--- src/rtl/mem_access_unit_if.sv ---
// Data-memory port bundle between the MEM-stage access unit and the data memory.
interface mem_access_unit_if #(
    parameter int DATA_BITS = 32
);
    logic                 dmem_req;
    logic                 dmem_we;
    logic [DATA_BITS-1:0] dmem_addr;
    logic [3:0]           dmem_be;
    logic [DATA_BITS-1:0] dmem_wdata;
    logic                 dmem_ack;
    logic [DATA_BITS-1:0] dmem_rdata;

    // Access unit drives the request side and receives completion.
    modport master (
        output dmem_req, dmem_we, dmem_addr, dmem_be, dmem_wdata,
        input  dmem_ack, dmem_rdata
    );

    // Memory side.
    modport slave (
        input  dmem_req, dmem_we, dmem_addr, dmem_be, dmem_wdata,
        output dmem_ack, dmem_rdata
    );
endinterface

--- src/rtl/mem_access_unit.sv ---
// MEM-stage data-memory master: issues one req/ack transaction per load/store,
// holds the pipeline while it is outstanding, and returns size/sign-extended load data.
module mem_access_unit #(
    parameter int DATA_BITS      = 32,
    parameter int TIMEOUT_CYCLES = 255
) (
    input  logic                 clk,
    input  logic                 rst,
    input  logic                 acc_valid,
    input  logic                 MemToReg,
    input  logic                 MemWrite,
    input  logic                 Sb,
    input  logic                 Sh,
    input  logic [1:0]           ExtrWord,
    input  logic                 ExtrSigned,
    input  logic [DATA_BITS-1:0] addr,
    input  logic [DATA_BITS-1:0] store_data,
    mem_access_unit_if.master    dmem,
    output logic                 mem_busy,
    output logic [DATA_BITS-1:0] load_data,
    output logic                 load_valid,
    output logic                 addr_err,
    output logic                 bus_err
);

    localparam logic [1:0] SZ_WORD = 2'b00;
    localparam logic [1:0] SZ_BYTE = 2'b01;
    localparam logic [1:0] SZ_HALF = 2'b10;
    // Counter value seen in the last REQ cycle allowed before abort.
    localparam logic [7:0] CNT_LAST = 8'(TIMEOUT_CYCLES - 1);

    typedef enum logic [1:0] {ST_IDLE, ST_REQ, ST_DONE} state_t;

    state_t               state_q, state_d;
    logic                 req_q, req_d;
    logic                 we_q, we_d;
    logic [DATA_BITS-1:0] addr_q, addr_d;
    logic [3:0]           be_q, be_d;
    logic [DATA_BITS-1:0] wdata_q, wdata_d;
    logic [1:0]           size_q, size_d;
    logic                 sign_q, sign_d;
    logic [1:0]           lane_q, lane_d;
    logic [7:0]           cnt_q, cnt_d;
    logic [DATA_BITS-1:0] load_data_q, load_data_d;
    logic                 load_valid_q, load_valid_d;
    logic                 addr_err_q, addr_err_d;
    logic                 bus_err_q, bus_err_d;

    logic                 access;
    logic [1:0]           size_in;
    logic                 misaligned;
    logic [3:0]           be_in;
    logic [DATA_BITS-1:0] wdata_in;
    logic [7:0]           byte_sel;
    logic [15:0]          half_sel;
    logic [DATA_BITS-1:0] ext_data;

    // Decode the EX/MEM control bundle: size, alignment, lanes and replicated write data.
    always_comb begin
        access   = acc_valid & (MemToReg | MemWrite);
        size_in  = ExtrWord;
        be_in    = 4'b1111;
        wdata_in = '0;
        if (MemWrite) begin
            // Store wins when both load and store flags are set.
            if (Sb) begin
                size_in  = SZ_BYTE;
                be_in    = 4'b0001 << addr[1:0];
                wdata_in = {4{store_data[7:0]}};
            end else if (Sh) begin
                size_in  = SZ_HALF;
                be_in    = addr[1] ? 4'b1100 : 4'b0011;
                wdata_in = {2{store_data[15:0]}};
            end else begin
                size_in  = SZ_WORD;
                be_in    = 4'b1111;
                wdata_in = store_data;
            end
        end
        // Encoding 11 behaves as a word access.
        misaligned = ((size_in == SZ_HALF) && addr[0]) ||
                     ((size_in != SZ_BYTE) && (size_in != SZ_HALF) && (addr[1:0] != 2'b00));
    end

    // Pick the addressed lane of the returned word and extend it.
    always_comb begin
        byte_sel = dmem.dmem_rdata[{lane_q, 3'b000} +: 8];
        half_sel = lane_q[1] ? dmem.dmem_rdata[31:16] : dmem.dmem_rdata[15:0];
        case (size_q)
            SZ_BYTE: ext_data = {{(DATA_BITS-8){sign_q & byte_sel[7]}}, byte_sel};
            SZ_HALF: ext_data = {{(DATA_BITS-16){sign_q & half_sel[15]}}, half_sel};
            default: ext_data = dmem.dmem_rdata;
        endcase
    end

    // Next-state and datapath updates; pulses default low, everything else holds.
    always_comb begin
        state_d      = state_q;
        req_d        = req_q;
        we_d         = we_q;
        addr_d       = addr_q;
        be_d         = be_q;
        wdata_d      = wdata_q;
        size_d       = size_q;
        sign_d       = sign_q;
        lane_d       = lane_q;
        cnt_d        = cnt_q;
        load_data_d  = load_data_q;
        load_valid_d = 1'b0;
        addr_err_d   = 1'b0;
        bus_err_d    = 1'b0;
        mem_busy     = 1'b0;
        case (state_q)
            ST_IDLE: begin
                if (access) begin
                    if (misaligned) begin
                        addr_err_d = 1'b1;
                        state_d    = ST_DONE;
                    end else begin
                        mem_busy = 1'b1;
                        req_d    = 1'b1;
                        we_d     = MemWrite;
                        addr_d   = {addr[DATA_BITS-1:2], 2'b00};
                        be_d     = be_in;
                        wdata_d  = wdata_in;
                        size_d   = size_in;
                        sign_d   = ExtrSigned;
                        lane_d   = addr[1:0];
                        cnt_d    = '0;
                        state_d  = ST_REQ;
                    end
                end
            end
            ST_REQ: begin
                mem_busy = 1'b1;
                if (dmem.dmem_ack) begin
                    req_d = 1'b0;
                    if (!we_q) begin
                        load_data_d  = ext_data;
                        load_valid_d = 1'b1;
                    end
                    state_d = ST_DONE;
                end else if (cnt_q == CNT_LAST) begin
                    req_d     = 1'b0;
                    bus_err_d = 1'b1;
                    state_d   = ST_DONE;
                end else begin
                    cnt_d = cnt_q + 8'd1;
                end
            end
            ST_DONE: begin
                // Inputs still show the retiring instruction here, so they are ignored.
                state_d = ST_IDLE;
            end
            default: state_d = ST_IDLE;
        endcase
    end

    // FSM state register.
    always_ff @(posedge clk) begin
        if (rst) state_q <= ST_IDLE;
        else     state_q <= state_d;
    end

    // Bus, counter and result registers.
    always_ff @(posedge clk) begin
        if (rst) begin
            req_q        <= 1'b0;
            we_q         <= 1'b0;
            addr_q       <= '0;
            be_q         <= '0;
            wdata_q      <= '0;
            size_q       <= SZ_WORD;
            sign_q       <= 1'b0;
            lane_q       <= 2'b00;
            cnt_q        <= '0;
            load_data_q  <= '0;
            load_valid_q <= 1'b0;
            addr_err_q   <= 1'b0;
            bus_err_q    <= 1'b0;
        end else begin
            req_q        <= req_d;
            we_q         <= we_d;
            addr_q       <= addr_d;
            be_q         <= be_d;
            wdata_q      <= wdata_d;
            size_q       <= size_d;
            sign_q       <= sign_d;
            lane_q       <= lane_d;
            cnt_q        <= cnt_d;
            load_data_q  <= load_data_d;
            load_valid_q <= load_valid_d;
            addr_err_q   <= addr_err_d;
            bus_err_q    <= bus_err_d;
        end
    end

    assign dmem.dmem_req   = req_q;
    assign dmem.dmem_we    = we_q;
    assign dmem.dmem_addr  = addr_q;
    assign dmem.dmem_be    = be_q;
    assign dmem.dmem_wdata = wdata_q;
    assign load_data       = load_data_q;
    assign load_valid      = load_valid_q;
    assign addr_err        = addr_err_q;
    assign bus_err         = bus_err_q;

endmodule

--- src/flat_wrapper.sv ---
// flat-port wrapper written by rule: the top's interface ports become plain ports
module mem_access_unit_flat 
#(
    parameter int DATA_BITS      = 32,
    parameter int TIMEOUT_CYCLES = 255
)
  (clk, rst, acc_valid, MemToReg, MemWrite, Sb, Sh, ExtrWord, ExtrSigned, addr, store_data, mem_busy, load_data, load_valid, addr_err, bus_err, dmem_dmem_req, dmem_dmem_we, dmem_dmem_addr, dmem_dmem_be, dmem_dmem_wdata, dmem_dmem_ack, dmem_dmem_rdata);
  mem_access_unit_if #(.DATA_BITS(DATA_BITS)) dmem_i ();
  input  logic clk;
  input  logic rst;
  input  logic acc_valid;
  input  logic MemToReg;
  input  logic MemWrite;
  input  logic Sb;
  input  logic Sh;
  input  logic [1:0] ExtrWord;
  input  logic ExtrSigned;
  input  logic [DATA_BITS-1:0] addr;
  input  logic [DATA_BITS-1:0] store_data;
  output logic mem_busy;
  output logic [DATA_BITS-1:0] load_data;
  output logic load_valid;
  output logic addr_err;
  output logic bus_err;
  output wire logic [$bits(dmem_i.dmem_req)-1:0] dmem_dmem_req;
  output wire logic [$bits(dmem_i.dmem_we)-1:0] dmem_dmem_we;
  output wire logic [$bits(dmem_i.dmem_addr)-1:0] dmem_dmem_addr;
  output wire logic [$bits(dmem_i.dmem_be)-1:0] dmem_dmem_be;
  output wire logic [$bits(dmem_i.dmem_wdata)-1:0] dmem_dmem_wdata;
  input wire logic [$bits(dmem_i.dmem_ack)-1:0] dmem_dmem_ack;
  input wire logic [$bits(dmem_i.dmem_rdata)-1:0] dmem_dmem_rdata;
  assign dmem_dmem_req = dmem_i.dmem_req;
  assign dmem_dmem_we = dmem_i.dmem_we;
  assign dmem_dmem_addr = dmem_i.dmem_addr;
  assign dmem_dmem_be = dmem_i.dmem_be;
  assign dmem_dmem_wdata = dmem_i.dmem_wdata;
  assign dmem_i.dmem_ack = dmem_dmem_ack;
  assign dmem_i.dmem_rdata = dmem_dmem_rdata;
  mem_access_unit #(.DATA_BITS(DATA_BITS), .TIMEOUT_CYCLES(TIMEOUT_CYCLES)) u_core (.clk(clk), .rst(rst), .acc_valid(acc_valid), .MemToReg(MemToReg), .MemWrite(MemWrite), .Sb(Sb), .Sh(Sh), .ExtrWord(ExtrWord), .ExtrSigned(ExtrSigned), .addr(addr), .store_data(store_data), .dmem(dmem_i), .mem_busy(mem_busy), .load_data(load_data), .load_valid(load_valid), .addr_err(addr_err), .bus_err(bus_err));
endmodule
--- config.mk ---
export PLATFORM = sky130hd
export DESIGN_NAME = mem_access_unit_flat
export DESIGN_NICKNAME = d
export VERILOG_FILES = /design/src/rtl/mem_access_unit_if.sv /design/src/rtl/mem_access_unit.sv /design/src/flat_wrapper.sv
export SDC_FILE = /design/constraint.sdc
export NUM_CORES = 1
export LEC_CHECK = 0
export CAP_MARGIN = 10
export CORE_MARGIN = 10
export CORE_UTILIZATION = 57
export CTS_BUF_LIST = sky130_fd_sc_hd__clkbuf_16
export CTS_CLUSTER_SIZE = 25
export DETAILED_ROUTE_END_ITERATION = 12
export DONT_BUFFER_PORTS = 1
export MAX_ROUTING_LAYER = met4
export PLACE_DENSITY_LB_ADDON = 0.25
export RECOVER_POWER = 50
export SLEW_MARGIN = 10
export SYNTH_ARGS = -nofsm -noshare
export SYNTH_HDL_FRONTEND = slang
export SYNTH_SLANG_ARGS = --single-unit
--- constraint.sdc ---
create_clock -name clk -period 2.4 [get_ports clk]
set_clock_uncertainty 0.1 [all_clocks]
set_input_delay 0.48 -clock clk [delete_from_list [all_inputs] [get_ports clk]]
set_output_delay 0.48 -clock clk [all_outputs]
set_load 0.01 [all_outputs]
Word level (Yosys, flattened, before mapping)
Index checks and enable logic that the tools add are counted.
{ "word_totals": {"register_bits": 118, "latchBits": 0, "mem_bits_rw": 0, "rom_bits": 0, "word_cells": 87, "memories": 0} }
{ "op_classes": {"n_addsub": 1, "n_mul": 0, "div_mod_pow": 0, "magnitude_cmp": 0, "eq_ne": 12, "n_shift": 2, "mux": 33, "n_bitwise": 10, "reduce_logical": 15} }
{ "op_table": {"columns": ["op", "count"], "rows": [
  ["two-way mux 32 bit", 3],
  ["one-hot mux 32 bit (2 select lines)", 1],
  ["two-way mux 8 bit", 4],
  ["indexed part select 32 x 6 -> 8 bit", 1],
  ["two-way mux 16 bit", 1],
  ["two-way mux 4 bit", 4],
  ["one-hot mux 8 bit (2 select lines)", 1],
  ["two-way mux 2 bit", 7],
  ["two-way mux 1 bit", 9],
  ["OR reduction 3 bit", 3],
  ["adder 8 x 1 -> 8 bit, second input constant", 1],
  ["equality test 8 bit, second input constant", 1],
  ["inequality test 2 bit, second input constant", 4],
  ["inverter 1 bit", 6],
  ["AND reduction 3 bit", 2],
  ["AND reduction 5 bit", 1],
  ["equality test 2 x 1 -> 1 bit, second input constant", 2],
  ["equality test 2 bit, second input constant", 2],
  ["inequality test 2 x 1 -> 1 bit, second input constant", 2],
  ["one-hot mux 1 bit (2 select lines)", 2],
  ["one-hot mux 2 bit (2 select lines)", 1],
  ["AND reduction 4 bit", 1],
  ["nonzero test 2 bit", 2],
  ["left shift 1 x 2 -> 4 bit, first input constant", 1],
  ["7 further kinds", 11]
]} }

Logic depth before layout (Yosys ltp)
{ "logic_depth": {"ltp_word": 10, "depth_mapped": 10, "ltp_nobuf": 7} }

Least setup slack after synthesis
OpenSTA, ideal clock, no wires.
{ "synth_path": {"kind": "input to output", "startpoint": "input Sh", "endpoint": "output mem_busy", "t_arrival_ns": 2.069, "path_slack_ns": -0.249, "path_stages": 8, "n_path_buf": 3, "cell_sequence": "buf_2 > a22o_1 > ha_1 > a21oi_1 > o2111ai_2 > buf_4 > buf_2 > nand2_1"} }
{ "synth_between": {"elab_chain_cells": 10} }
{ "synth_lines": {"columns": ["item", "line", "source"], "rows": [
  ["start: declaration", "flat_wrapper.sv:15", "input logic Sh;"],
  ["two-way mux 2 bit *", "mem_access_unit.sv:70", "end else if (Sh) begin"],
  ["two-way mux 2 bit *", "mem_access_unit.sv:66", "if (Sb) begin"],
  ["two-way mux 2 bit *", "mem_access_unit.sv:64", "if (MemWrite) begin"],
  ["net u_core.size_in[1]", "mem_access_unit.sv:50", "logic [1:0] size_in;"],
  ["inequality test 2 x 1 -> 1 bit / inequality test 2 bit (equally long branches)", "mem_access_unit.sv:82", "((size_in != SZ_BYTE) && (size_in != SZ_HALF) && (addr[1:0] != 2'b00));"],
  ["logical AND 1 bit (2 in series)", "mem_access_unit.sv:82", null],
  ["logical OR 1 bit *", "mem_access_unit.sv:81", "misaligned = ((size_in == SZ_HALF) && addr[0]) ||"],
  ["two-way mux 1 bit *", "mem_access_unit.sv:116", "if (misaligned) begin"],
  ["two-way mux 1 bit *", "mem_access_unit.sv:115", "if (access) begin"],
  ["one-hot mux 1 bit (2 select lines) *", "mem_access_unit.sv:113", "case (state_q)"],
  ["end: declaration", "flat_wrapper.sv:20", "output logic mem_busy;"]
]} }
Mark *: on every way through the listed nets, which the timed path passes. The rest lies on a longest branch.

Worst setup path in the final report
{ "layout_path": {"startpoint": "input MemWrite", "endpoint": "output mem_busy"} }
{ "layout_between": {"elab_chain_cells": 8} }
{ "layout_lines": {"columns": ["item", "line", "source"], "rows": [
  ["start: declaration", "flat_wrapper.sv:13", "input logic MemWrite;"],
  ["two-way mux 2 bit *", "mem_access_unit.sv:64", null],
  ["net u_core.size_in[1]", "mem_access_unit.sv:50", null],
  ["inequality test 2 x 1 -> 1 bit / inequality test 2 bit (equally long branches)", "mem_access_unit.sv:82", null],
  ["logical AND 1 bit (2 in series)", "mem_access_unit.sv:82", null],
  ["logical OR 1 bit *", "mem_access_unit.sv:81", null],
  ["two-way mux 1 bit *", "mem_access_unit.sv:116", null],
  ["two-way mux 1 bit *", "mem_access_unit.sv:115", null],
  ["one-hot mux 1 bit (2 select lines) *", "mem_access_unit.sv:113", null]
]} }
Marked as above.

==> results_dict.tcl <==
set metrics [dict create \
    synth_top_family_by_area "compound AO/OA/AOI/OAI gates" \
    tritoncts_clock_tree "yes" \
    detailedRoute.firstIterationViolations 358 \
    synth-seq-area-share_pct 45.5 \
    port_buffers 0 \
    synth_area_leader_cell "dfxtp_1" \
    total_number_of_nets_in_the_final_design 685 \
    ys_warns 0 \
    via_per_inst 6.19 \
    result_of_the_run "completed" \
    final_util_pct 66.3 \
    yosys.area_share.adder_pct 1.20 \
    worst_ep_required_time_ns 1.82 \
    worstPathMaxFanout 6 \
    die_height_um 115 \
    cts-buffers-inserted 17 \
    mostFrequentLayoutCells "dfxtp_1, nand2_1, a21oi_1, o21ai_0, mux2i_1" \
    yosys.cell_types.count 53 \
    share_of_the_synthesized_area_in_compound_gates_ao_oa_aoi_oai_pct 24.4 \
    top_delay_family_on_crit_path "compound AO/OA/AOI/OAI gates" \
    drt-pass1-iter-count 4 \
    slew_violations 0 \
    wl_um 14900 \
    route.detailed.drc 0 \
    layout_worst_path_cycle_share_pct 93.3 \
    synth_seq_cells 118 \
    grt_pass1_vias 4250 \
    synth_simple_gate_area_share_pct 15.2 \
    synth_xor_xnor_area_share_pct 0 \
    crit_path_cell_trace "nor2b_1 > a22o_1 > ha_4 > a21oi_4 > o2111ai_4 > nand2_2" \
    track_usage_pct 22.2 \
    postRouteAntennaNets 0 \
    die_x_um 115 \
    critical-path-max-stage-delay_ns 0.32 \
    setup-violations-final 0 \
    insertedDiodeCount 0 \
    io_pins 213 \
    drive_above_1_share_pct 10.9 \
    placed_cells_incl_taps 662 \
    critical_path_buf_inv_count 0 \
    vdd_drop_max_v 0.000561 \
    floorplan.initialDensity_pct 59.0 \
    synth_area_leaders "dfxtp_1, nand2_1, mux2i_1" \
    routed-via-count 4297 \
    post_cts_resize_count 0 \
    floorplan.core_area_sq_um 8810 \
    clk_root_buffer_cell "clkbuf_16" \
    hold_violations 0 \
    post-cts-setup-buffers 0 \
    min-delay-path-class "in -> reg" \
    p_leak_nw 2.13 \
    criticalPathCategory "in -> out" \
    grt_antenna_before_repair 0 \
    place_congestion 0.836 \
    final_common_cell "dfxtp_1" \
    wire_per_inst_um 21.4 \
    yosys_most_used_dff "dfxtp_1" \
    proportion_of_synthesized_area_in_mux_cells_pct 8.31 \
    syn-mean-instance-area_sq_um 8.82 \
    synth-edff-count 0 \
    rows 34 \
    regArea_sq_um 2360 \
    synthDominantCellAreaShare_pct 45.5 \
    globalRoute.totalOverflow 0 \
    multiInputGateArea_sq_um 2610 \
    grt_start_max_net_pins 61 \
    fin_crit_ns 2.24 \
    grt_pass1_wl_um 23100 \
    die_area_sq_um 13300 \
    pwr_density_cell_nw_per_um2 877 \
    detailed_place_hpwl_um 10800 \
    timing.critical_path.slowest_stage_cell "o2111ai_4" \
    fmax_mhz 446 \
    insertion_delay_ns 0.40 \
    crit_path_dat_ns 1.66 \
    cts_num_sinks 118 \
    worst_setup_path_end_kind "output pin" \
    cts_max_path_buffers 2 \
    syn-instance-count 589 \
    clk_pin_slew_ns 0.05 \
    postSynth.asyncResetShare_pct 0 \
    cap_viol_max_count 0 \
    grt_setup_unrepaired "false" \
    kind_of_start_point_of_the_critical_path "input port" \
    slew-limit-headroom_pct 55.6 \
    final_cells 694 \
    h-tree-depth 4 \
    filler_cell_count 749 \
    areaGrowthSynthToFinish_pct 12.4 \
    cts_hold_buf 0 \
    syn_area_sq_um 5190 \
    worstMarginPinSlew_ns 0.664 \
    r2r_setup_slack_ns 0.28 \
]
==> cells in the mapped netlist (2+ instances only) <==
library cell  instances
dfxtp_1             118
nand2_1             118
a21oi_1              65
o21ai_0              51
mux2i_1              33
clkbuf_1             24
a22o_1               17
buf_2                17
o2bb2ai_1            16
nor2_1               10
a221oi_1              9
inv_1                 9
nand3_1               9
a21o_1                8
a31oi_1               7
mux2_2                7
o211ai_1              7
or3_1                 6
buf_4                 5
ha_1                  5
nor2b_1               4
nor3_1                4
a211oi_1              3
buf_6                 3
nand2b_1              3
and2_1                2
and4_1                2
nand4_1               2
==> through the flow <==
stage | hold slack, ns | power [mW] | setup TNS (ns) | setup WS (ns) | instance area [sq um]
floorplan | 0.351 | 2.70 | 0 | 0.000272 | 5260
global placement | 0.359 | 2.80 | 0 | 0.0619 | 5290
detailed placement | 0.380 | 2.82 | -0.0978 | -0.0276 | 5290
CTS | 0.0371 | 5.15 | 0 | 0.161 | 5840
global route | 0.0277 | 5.33 | 0 | 0.0980 | 5840
finish | 0.0399 | 5.12 | 0 | 0.160 | 5840
==> worst register-to-register path, stage by stage (launching register included) <==
cell and delay [ns]:
dfxtp_1 0.43, nand2b_4 0.11, or3b_1 0.63, a311oi_4 0.54, a221oi_1 0.17
==> cells by family after synthesis <==
family                     count (synthesis)
other                                      1
buffers and inverters                     58
DFF                                      118
AOI/OAI and AO/OA                        194
adders and majority gates                  5
muxes                                     41
and+or+nand+nor                          172
==> flip-flops by register name, summed over array words and instances, names as in the netlist, 2 cells and up <==
signal,count
u_core.lane_q,2
u_core.dmem.dmem_be,4
u_core.dmem.dmem_addr,30
u_core.cnt_q,8
u_core.load_data,32
u_core.size_q,2
u_core.state_q,2
u_core.dmem.dmem_wdata,32
==> report_power, final <==
part           switching (mW)  total, mW  leakage (nW)  internal (mW)
logic                   0.333      0.556         0.896          0.223
registers               0.145       2.22         0.959           2.07
clock network           0.852       2.34         0.278           1.49
total                    1.33       5.12          2.13           3.79
==> final timing paths <==
check	start	endpoint	cells past startpoint
min	rst	u_core.dmem.dmem_addr[7]$_SDFFE_PP0P_	1
max reg2reg	u_core.state_q[0]$_SDFFE_PP0P_	u_core.load_data[13]$_SDFFE_PP0P_	4
min reg2reg	u_core.size_q[1]$_SDFFE_PP0P_	u_core.size_q[1]$_SDFFE_PP0P_	2
max	MemWrite	mem_busy	6
==> area by class of cell <==
type	count	share of cell area, %
inverters	9	0.579
flip-flops and latches	118	40.5
repair buffers	13	2.53
multi-input cells	414	44.7
well taps	108	2.32
clock inverters	15	2.10
clock buffers	17	7.29
==> per-layer routing <==
layer	GRT usage, %	vias up	wire length, um
met5	-	-	0
met4	8.02	0	174
met3	10.2	19	1830
met2	33.5	186	7010
met1	25.6	2023	5870
li1	-	2069	-
Power figures use the tool's default switching activity.
==> RTL change 1, RTL diff (same flow settings) <==
Make the reset (`rst`) asynchronous in 2 clocked blocks.
--- a/src/rtl/mem_access_unit.sv
+++ b/src/rtl/mem_access_unit.sv
@@ -159,3 +159,3 @@
     // FSM state register.
-    always_ff @(posedge clk) begin
+    always_ff @(posedge clk or posedge rst) begin
         if (rst) state_q <= ST_IDLE;
@@ -165,3 +165,3 @@
     // Bus, counter and result registers.
-    always_ff @(posedge clk) begin
+    always_ff @(posedge clk or posedge rst) begin
         if (rst) begin
Behaviour: differs if rst is asserted again (counterexample within 4 cycles, from zero or initial values and one cycle with rst high); with rst held inactive, the same outputs for 4 cycles.
==> RTL change 1 against the unedited design <==
- core utilization down 1.0 points
- sequential cell count unchanged
- worst setup slack improved by 86 ps
- sequential share of layout area up 6.0 points
- global-route usage fell by 0.82 points
- cell area grew 8.8%
- synthesized cell count up 12%
- synthesized area rose by 8.8%
- routed wire length up 2.9%
- cell count is 14% higher
- critical endpoint unchanged
- largest cell class is now flip-flops and latches
Power is not compared: it rests on default switching activity, and its combinational part moved more than twofold at a synthesized area within 25%.
==> RTL change 1: results (changes against the unedited design) <==
Outcome
  • Status: finished clean (unchanged)

Synth
  • Share of flip-flops with an asynchronous set or reset: 100% (was 0%)
  • Ys flop type: dfrtp_1 (was dfxtp_1)
  • Synth unique cells: 44 (was 53)
  • Sequential area share after synthesis: 52.2% (was 45.5%)
  • Syn Inst Count: 658 (was 589)
  • Commonest cells post-synth: nand2_1, dfrtp_1, o21ai_0, a21oi_1, nor2_1 (was dfxtp_1, nand2_1, a21oi_1, o21ai_0, mux2i_1)

GRT
  • Vias in the first global route: 4409 (was 4250)
  • Met3 Track Usage GR: 9.56% (was 10.2%)
  • GR Util met1: 23.9% (was 25.6%)

Placed design
  • Pre-CTS WS: 132 ps (was -27.6 ps)
  • Cell count after placement: 760 (was 662)
  • Gp weighted congestion: 0.902 (was 0.836)
  • DP HPWL: 11.3 mm (was 10.8 mm)

Timing
  • Min Hold Slack: 49.4 ps (was 39.9 ps)

Routing
  • Final wirelength: 15.3 mm (was 14.9 mm)
  • DR vias/cell: 5.75 (was 6.19)
  • Met3 wire length: 1.86 mm (was 1.83 mm)
  • Routed metal-1 wire length: 5.73 mm (was 5.87 mm)
  • Pre-Repair DR Iteration Count: 5 (was 4)

Cells and area
  • Clock-cell share: 9.62% (was 9.39%)
  • Fraction of layout cells with a size suffix above 1: 10.2% (was 10.9%)
  • NonClk Buf Share: 1.85% (was 2.53%)
  • Register Area: 2950 µm² (was 2360 µm²)
  • Fill cells: 810 (was 749)
  • #MultiIn Comb: 479 (was 414)
[RTL change 1: cell families after synthesis]
kind of cell / Yosys count / synth area share [%]
AO/OA/AOI/OAI: 146 / 14.5
XOR/XNOR: 6 / 0.930
adder cells (fa/ha/maj): 5 / 1.11
buffers and inverters: 62 / 4.94
flip-flops: 118 / 52.2
multiplexers: 26 / 4.96
other: 1 / 0.0663
AND/OR/NAND/NOR: 294 / 21.3
[RTL change 1: worst max-delay path, cell delays in order]
cell and delay, ps:
nand3b_1 130, o21ai_1 110, ha_1 270, o21ai_1 170, nand4_1 120, buf_4 210, nand2_4 80
[RTL change 1: worst paths after layout]
path                                         from                    endpoint  cells past startpoint
worst min-delay path                dmem_dmem_ack              u_core.bus_err                      1
min in group asynchronous                     rst        u_core.load_data[30]                      3
worst min register to register   u_core.size_q[0]            u_core.size_q[0]                      2
worst max-delay path                           Sb                    mem_busy                      7
max in group asynchronous                     rst  u_core.dmem.dmem_wdata[14]                      3
worst max register to register  u_core.state_q[0]        u_core.load_data[25]                      5
==> RTL change 2, RTL diff (config.mk and constraints unchanged) <==
Without the edit above. `TIMEOUT_CYCLES` is set to 255 in 2 places; all go to 191.
--- a/src/rtl/mem_access_unit.sv
+++ b/src/rtl/mem_access_unit.sv
@@ -4,3 +4,3 @@
     parameter int DATA_BITS      = 32,
-    parameter int TIMEOUT_CYCLES = 255
+    parameter int TIMEOUT_CYCLES = 191
 ) (
--- a/src/flat_wrapper.sv
+++ b/src/flat_wrapper.sv
@@ -4,3 +4,3 @@
     parameter int DATA_BITS      = 32,
-    parameter int TIMEOUT_CYCLES = 255
+    parameter int TIMEOUT_CYCLES = 191
 )
Formal check against the unedited RTL: same outputs for any inputs over 4 cycles, from zero or initial values and one cycle with rst high; that may be too few to reach the edited logic, so the function may still have changed.
==> RTL change 2 against the unedited design <==
- total power increased by 4.4%
- cell area increased by 0.75%
- fmax increased by 0.41%
- critical path depth unchanged
- worst setup slack improved by 9.1 ps
- routed wire length increased by 1.6%
- non-clock buffer count increased by 2
- via count increased by 1.2%
- core utilization increased by 0.50 points
- register-to-register slack about the same
- synthesized area about the same
- sequential cell count unchanged
- critical endpoint unchanged
- largest power group unchanged
- highest routed layer unchanged
==> RTL change 2: results (changes against the unedited design) <==
Cells and area
  • Antenna diode count: 0 (unchanged)
  • Fill cells: 732 (was 749)
  • Final nets: 688 (was 685)
  • Fraction of layout cells with a size suffix above 1: 11.5% (was 10.9%)

Routing
  • Drt wl/cell: 21.7 µm (was 21.4 µm)
  • Vias: 4349 (was 4297)
  • Pre-Repair DR Iteration Count: 5 (was 4)
  • Initial DRC count: 361 (was 358)

Synth
  • Synth Area in Compound Gates: 24.2% (was 24.4%)
  • Mux cell area share after synthesis: 8.31% (about the same)
  • Ys Warns: 0 (unchanged)
  • Area contributors post-synth: dfxtp_1, nand2_1, mux2i_1, a21oi_1, o21ai_0 (unchanged)
  • Synth unique cells: 49 (was 53)
  • Sequential area share after synthesis: 45.5% (about the same)
  • Share of flip-flops with an asynchronous set or reset: 0% (unchanged)
  • Commonest cells post-synth: nand2_1, dfxtp_1, a21oi_1, o21ai_0, mux2i_1 (was dfxtp_1, nand2_1, a21oi_1, o21ai_0, mux2i_1)
  • Adder-Cell Fraction of Synth Area: 1.20% (about the same)
  • Ys flop type: dfxtp_1 (unchanged)

GRT
  • Initial antenna violation count: 0 (unchanged)
  • Vias in the first global route: 4162 (was 4250)
  • First-pass GRT wire length: 23.0 mm (was 23.1 mm)
  • Total track usage: 22.5% (was 22.2%)
  • Largest net degree at the start of global routing: 63 (was 61)

Placed design
  • Port Buffers: 0 (unchanged)
  • DP HPWL: 11.2 mm (was 10.8 mm)
  • Gp weighted congestion: 0.858 (was 0.836)
  • Area post-placement: 5280 µm² (was 5290 µm²)

Pwr
  • P_clk: 2570 µW (was 2340 µW)
  • Seq pwr share: 41.5% (was 43.4%)
  • Worst VDD drop: 462 µV (was 561 µV)
  • Sw power: 1410 µW (was 1330 µW)
  • Pleak: 0.00214 µW (was 0.00213 µW)

Clock network
  • Post-CTS Setup Repair Bufs: 0 (unchanged)
  • CTS Buffer Depth: 2 (unchanged)
  • # H-tree levels: 4 (unchanged)
  • Post_cts resized: 0 (unchanged)
  • Root Buffer: clkbuf_16 (unchanged)
  • Num CTS Buffers: 17 (unchanged)
  • Worst skew pair latency: about 410 ps

Hold path
  • Hold EP: u_core.dmem.dmem_addr[5] (was u_core.dmem.dmem_addr[7])
  • Worst hold path startpoint: rst (unchanged)
  • Hold path depth: 1 (unchanged)

Critical path
  • CP max-delay cell: o2111ai_4 (unchanged)
  • Worst Reg2Reg Path Length in Cells: 4 (unchanged)
  • Data arrival time of the worst path: 1650 ps
  • Max FO, Critical Path: 6 (unchanged)
  • R2R Path End: u_core.load_data[8] (was u_core.load_data[13])

Timing
  • Worst-Margin Slew: 655 ps (was 664 ps)

Outcome
  • Status: finished clean (unchanged)
==> RTL change 2: layer usage <==
layer / up-vias / GRT usage, % / wire length [µm]
met5: - / - / 0
met4: 0 / 7.69 / 172
met3: 18 / 10.2 / 1830
met2: 204 / 35.4 / 7330
met1: 2053 / 24.9 / 5790
li1: 2074 / - / -
==> RTL change 2: final cells by class <==
class	count	area, µm²	area share [%]
clock buffers	17	425	7.24
clock inverters	15	176	3.00
inverters	10	37.5	0.638
multi-input cells	414	2590	44.1
flip-flops and latches	118	2360	40.2
well taps	108	135	2.30
repair buffers	15	150	2.55
==> RTL change 2: stage by stage <==
stage	power [µW]	worst slack, ps	util [%]	hold slack (ps)	cells
3_3_place_gp	2790	28.8	60.0	361	665
2_1_floorplan	2690	30.2	-	351	591
3_5_place_dp	2810	-68.7	60.0	372	665
5_1_grt	5560	63.5	66.8	19.6	697
4_1_cts	5370	150	66.8	29.7	697
6_report	5340	169	66.8	32.3	697
